**config.mk**
```make
export PLATFORM = sky130hd
export DESIGN_NAME = io_input_ctrl
export DESIGN_NICKNAME = d
export VERILOG_FILES = /design/src/rtl/io_input_ctrl.sv
export SDC_FILE = /design/constraint.sdc
export NUM_CORES = 1
export LEC_CHECK = 0
export BUFFER_PORTS_ARGS = -buffer_cell sky130_fd_sc_hd__buf_2
export CAP_MARGIN = 20
export CORE_AREA = 10 10 90 111
export DETAILED_ROUTE_END_ITERATION = 16
export DIE_AREA = 0 0 100 121
export PLACE_DENSITY = 0.77
export SLEW_MARGIN = 20
export SYNTH_ARGS = -nofsm -noshare
export SYNTH_HDL_FRONTEND = slang
export SYNTH_SLANG_ARGS = --single-unit
```
**constraint.sdc**
```tcl
create_clock -name io_clk -period 1.9 [get_ports io_clk]
set_input_delay 0 -clock io_clk [delete_from_list [all_inputs] [get_ports io_clk]]
set_output_delay 0 -clock io_clk [all_outputs]
set_load 0.005 [all_outputs]
```
**src/rtl/io_input_ctrl.sv**
```systemverilog
// Switch-port synchroniser/debouncer with CPU read path; optional masked IRQ under IO_INPUT_IRQ_EN.
// Reads return one cycle after rd_en; no backpressure, every strobe is served.
module io_input_ctrl #(
  parameter int NPORTS          = 2,
  parameter int WIDTH           = 10,
  parameter int DEBOUNCE_CYCLES = 4
) (
  input  logic                      io_clk,
  input  logic                      resetn,
  input  logic [NPORTS*WIDTH-1:0]   in_port,
  input  logic [31:0]               addr,
  input  logic                      rd_en,
  input  logic                      wr_en,
  input  logic [31:0]               wr_data,
  output logic [31:0]               io_read_data,
  output logic                      rd_valid,
  output logic                      irq
);

  localparam int CW = $clog2(DEBOUNCE_CYCLES + 1);
  localparam logic [CW-1:0] CNT_MAX    = CW'(DEBOUNCE_CYCLES);
  localparam logic [5:0]    IDX_STATUS = 6'd8;
  localparam logic [5:0]    IDX_MASK   = 6'd9;

  typedef logic [NPORTS-1:0][WIDTH-1:0] port_vec_t;
  typedef logic [NPORTS-1:0][CW-1:0]    cnt_vec_t;

  port_vec_t         s1_q, s2_q;
  port_vec_t         cand_q, cand_d;
  port_vec_t         data_q, data_d;
  cnt_vec_t          cnt_q, cnt_d;
  logic [NPORTS-1:0] chg_q, chg_d;
  logic [NPORTS-1:0] commit;
  logic [NPORTS-1:0] status_clr;
  logic [NPORTS-1:0] mask_rd;
  logic [31:0]       rd_data_q, rd_data_d;
  logic              rd_valid_q;
  logic [5:0]        rd_idx;
  logic              unused_bits;

  assign rd_idx      = addr[7:2];
  assign unused_bits = ^{addr[31:8], addr[1:0], wr_en, wr_data};

  always_ff @(posedge io_clk or negedge resetn) begin
    if (!resetn) begin
      s1_q <= '0;
      s2_q <= '0;
    end else begin
      s1_q <= in_port;
      s2_q <= s1_q;
    end
  end

  // Commit decision uses pre-edge cand/cnt, so a candidate that has just
  // reached the full count still commits even if s2 moves on this edge.
  always_comb begin
    cand_d = cand_q;
    cnt_d  = cnt_q;
    data_d = data_q;
    commit = '0;
    for (int k = 0; k < NPORTS; k++) begin
      if (s2_q[k] != cand_q[k]) begin
        cand_d[k] = s2_q[k];
        cnt_d[k]  = '0;
      end else if (cnt_q[k] < CNT_MAX) begin
        cnt_d[k] = cnt_q[k] + CW'(1);
      end
      if ((cnt_q[k] == CNT_MAX) && (cand_q[k] != data_q[k])) begin
        commit[k] = 1'b1;
        data_d[k] = cand_q[k];
      end
    end
  end

  assign status_clr = {NPORTS{rd_en && (rd_idx == IDX_STATUS)}} & chg_q;

  always_comb begin
    chg_d = (chg_q & ~status_clr) | commit;
  end

  always_ff @(posedge io_clk or negedge resetn) begin
    if (!resetn) begin
      cand_q <= '0;
      cnt_q  <= '0;
      data_q <= '0;
      chg_q  <= '0;
    end else begin
      cand_q <= cand_d;
      cnt_q  <= cnt_d;
      data_q <= data_d;
      chg_q  <= chg_d;
    end
  end

`ifdef IO_INPUT_IRQ_EN
  logic [NPORTS-1:0] mask_q, mask_d;
  logic              irq_q;

  always_comb begin
    mask_d = mask_q;
    if (wr_en && (rd_idx == IDX_MASK)) begin
      mask_d = wr_data[NPORTS-1:0];
    end
  end

  always_ff @(posedge io_clk or negedge resetn) begin
    if (!resetn) begin
      mask_q <= '0;
      irq_q  <= 1'b0;
    end else begin
      mask_q <= mask_d;
      irq_q  <= |(chg_q & mask_q);
    end
  end

  assign mask_rd = mask_q;
  assign irq     = irq_q;
`else
  assign mask_rd = '0;
  assign irq     = 1'b0;
`endif

  always_comb begin
    rd_data_d = rd_data_q;
    if (rd_en) begin
      rd_data_d = '0;
      for (int k = 0; k < NPORTS; k++) begin
        if (rd_idx == 6'(k)) begin
          rd_data_d[WIDTH-1:0] = data_q[k];
        end
      end
      if (rd_idx == IDX_STATUS) begin
        rd_data_d[NPORTS-1:0] = chg_q;
      end
      if (rd_idx == IDX_MASK) begin
        rd_data_d[NPORTS-1:0] = mask_rd;
      end
    end
  end

  always_ff @(posedge io_clk or negedge resetn) begin
    if (!resetn) begin
      rd_data_q  <= '0;
      rd_valid_q <= 1'b0;
    end else begin
      rd_data_q  <= rd_data_d;
      rd_valid_q <= rd_en;
    end
  end

  assign io_read_data = rd_data_q;
  assign rd_valid     = rd_valid_q;

endmodule
```
==> run_results.csv <==
group,metric,value,unit
floorplanning,dieArea,12100,um^2
logic_synthesis,synth_edf_count,0,
sta,finalCritPeriodShare,90.2,%
floorplanning,pin_count,122,
cells_and_area,finalNetCount,430,
sta,hold_viol_final,0,
placed_design,hpwlAfterDp,4520,um
floorplanning,core_area,7790,um^2
critical_path,cp-end-kind,"flip-flop",
route,drt.antenna.violating_nets,0,
logic_synthesis,ys_warn_count,0,
critical_path,crit_required,2.15,ns
floorplanning,die_x,100,um
critical_path,start_kind,"flip-flop",
power_and_ir_drop,p_leak,0.00216,uW
cells_and_area,final_area,4430,um^2
sta,drv_slew,0,
logic_synthesis,synth_cells,284,
clock_tree,clockBufferDepth,2,
route,wl,6110,um
logic_synthesis,ys_async_sr_fraction,100,%
clock_tree,htree_levels,3,
clock_tree,cts_buffers,9,
logic_synthesis,ys_seq_area_share,64.9,%
cells_and_area,area_delta_synth_final,16.2,%
critical_path,critPathKind,"reg -> reg",
clock_tree,cts-resized-gates,0,
logic_synthesis,yosysMostFrequentCell,"dfrtp_1",
global_route,grt_pass1_vias,2279,
route,wl_per_cell,13.9,um
logic_synthesis,synth_top_area_cell,"dfrtp_1",
floorplanning,start_util,49.0,%
cells_and_area,utilization,56.9,%
sta,setup_viol,0,
critical_path,slowest_stage,"dfrtp_1",
placed_design,gp_congestion,0.783,
route,num_vias,2075,
global_route,grt_max_degree,48,
critical_path,cp.arrival,1.96,ns
sta,finalClockSkew,0.0108,ns
cells_and_area,drive_gt1_share,20.1,%
sta,min_period,1.71,ns
clock_tree,path_clk_slew,0.09,ns
critical_path,path_cells,"xor2_1 > nor4_2 > a41oi_2 > mux2_2",
outcome,status,"finished, final reports clean",
power_and_ir_drop,cellPowerDensity,847,nW/um^2
floorplanning,dieHeight,121,um
critical_path,path_max_fanout,7,
logic_synthesis,synth_area_leaders,"dfrtp_1 65%, xor2_1 7.8%, buf_4 4.5%",
logic_synthesis,syn-cell-area,3820,um^2
hold_path,hold_class,"in -> reg",
sta,rsz0062_at_grt,"false",
global_route,grt_overflow_total,0,
job,cap_violations,0,
logic_synthesis,synth_seq_cells,99,
clock_tree,clockRootBuffer,"clkbuf_8",
route,drc,0,
clock_tree,clk_latency,0.36,ns
sta,timing.fmax,0.584,GHz
placed_design,placement.cell_area,4000,um^2
floorplanning,std_cell_rows,36,
logic_synthesis,synth_cell_type_count,27,
critical_path,cpPeakStageDelay,0.42,ns
global_route,grt_pass1_wl,10600,um
sta,setup_tns,0,ns
clock_tree,cts_tree,"done",
global_route,antenna_found_initial,0,
power_and_ir_drop,ir_worst_vdd,0.479,mV
route,dr.pass1.iters,4,
logic_synthesis,ys.flop_type,"dfrtp_1",
global_route,grt_use_total,10.8,%
logic_synthesis,syn_avg_cell_area,13.4,um^2
logic_synthesis,synth_top_cell_area_share,64.9,%
cells_and_area,n_antenna_cell,0,
route,via_per_inst,4.74,
logic_synthesis,netlist_top_cells_count,"99 x dfrtp_1, 34 x xor2_1, 23 x buf_4, 23 x clkbuf_1, 19 x nor2_1",
placed_design,io_buffers,39,
clock_tree,cts_sinks,99,
route,drt_iter0_drc,72,
## cell usage in the layout, fill, tap and decap left out, types with 2 or more instances in the layout
cell and count:
buf_2 38, ha_1 4, clkinv_2 3, o22ai_1 2, nor2_1 19, xor2_1 34, a21oi_1 10, dlygate4sd3_1 24
nor4_1 7, clkbuf_8 10, nand2_1 3, inv_1 6, buf_4 4, nor4_2 2, xnor2_1 8, a22oi_1 8
nand4_1 2, dfrtp_1 99, a21o_1 2, conb_1 23, mux2_2 6, mux2i_1 4, mux2_1 14
## per-layer routing
metal  up-vias  global-route usage [%]  wire length (um)
met4         0                    6.55               119
met3        13                    2.62               364
met2        56                    17.2              3000
met1      1004                    13.0              2630
met5         -                       0                 0
li1       1002                       -                 -
## sequential cells by signal, indices dropped and copies added, names as in the netlist
register      flops
chg_q             2
s2_q             20
io_read_data     10
rd_valid          1
s1_q             20
cand_q           20
cnt_q             6
data_q           20
## path summary, 6_finish.rpt
path,startpoint,endpoint,slack (ns),depth (start not counted)
worst max-delay path,cand_q[14],data_q[18],0.19,4
worst min-delay path,addr[5],chg_q[0],0.03,3
worst max register to register,cand_q[14],data_q[18],0.19,4
worst min register to register,s1_q[9],s2_q[9],0.35,0
max in group asynchronous,resetn,cand_q[17],1.17,3
min in group asynchronous,resetn,s1_q[14],0.07,2
## area by class of cell
class | count | area (um^2)
multi-input cells | 155 | 1140
clock buffers | 11 | 141
flip-flops and latches | 99 | 2480
clock inverters | 5 | 52.6
well taps | 95 | 119
repair buffers | 67 | 480
inverters | 6 | 22.5
fillers | 634 | 3360
## metrics by stage
| stage | hold WS (ns) | power (uW) | setup WS, ns | std cells |
|---|---|---|---|---|
| 6_report | 0.0308 | 3760 | 0.187 | 438 |
| 3_5_place_dp | -0.0793 | 2460 | 0.177 | 398 |
| 2_1_floorplan | -0.296 | 2390 | 0.371 | 306 |
| 4_1_cts | 0.0139 | 3800 | 0.161 | 438 |
| 5_1_grt | 0.0397 | 3920 | 0.0596 | 438 |
| 3_3_place_gp | -0.0829 | 2450 | 0.190 | 398 |
## cells by family (layout without fill, tap and decap cells)
kind of cell,Yosys count,count (layout),synth area share (%)
compound gates,24,24,4.26
xor+xnor,42,42,9.64
fa+ha+maj,4,4,1.31
buf+inv,52,89,7.37
flops,99,99,64.9
mux,24,24,6.95
other cells,1,23,0.0982
simple gates,38,38,5.47
## timing repair
action                                 in CTS  in global routing
endpoints found under the hold margin     122                  0
hold buffers                               24                  0
buffers inserted                            0                  0
## critical path, delay by kind of cell, from the launching register on
| kind | cells | cell delay (ns) |
|---|---|---|
| AOI/OAI and AO/OA | 1 | 0.31 |
| DFF | 1 | 0.42 |
| and+or+nand+nor | 1 | 0.34 |
| xor gates and xnor gates | 1 | 0.18 |
| muxes | 1 | 0.35 |
## report_power, final
part	internal [uW]	switching, uW
Clock	638	664
Combinational	106	114
Sequential	2180	51.3
(Power assumes the default switching activity.)
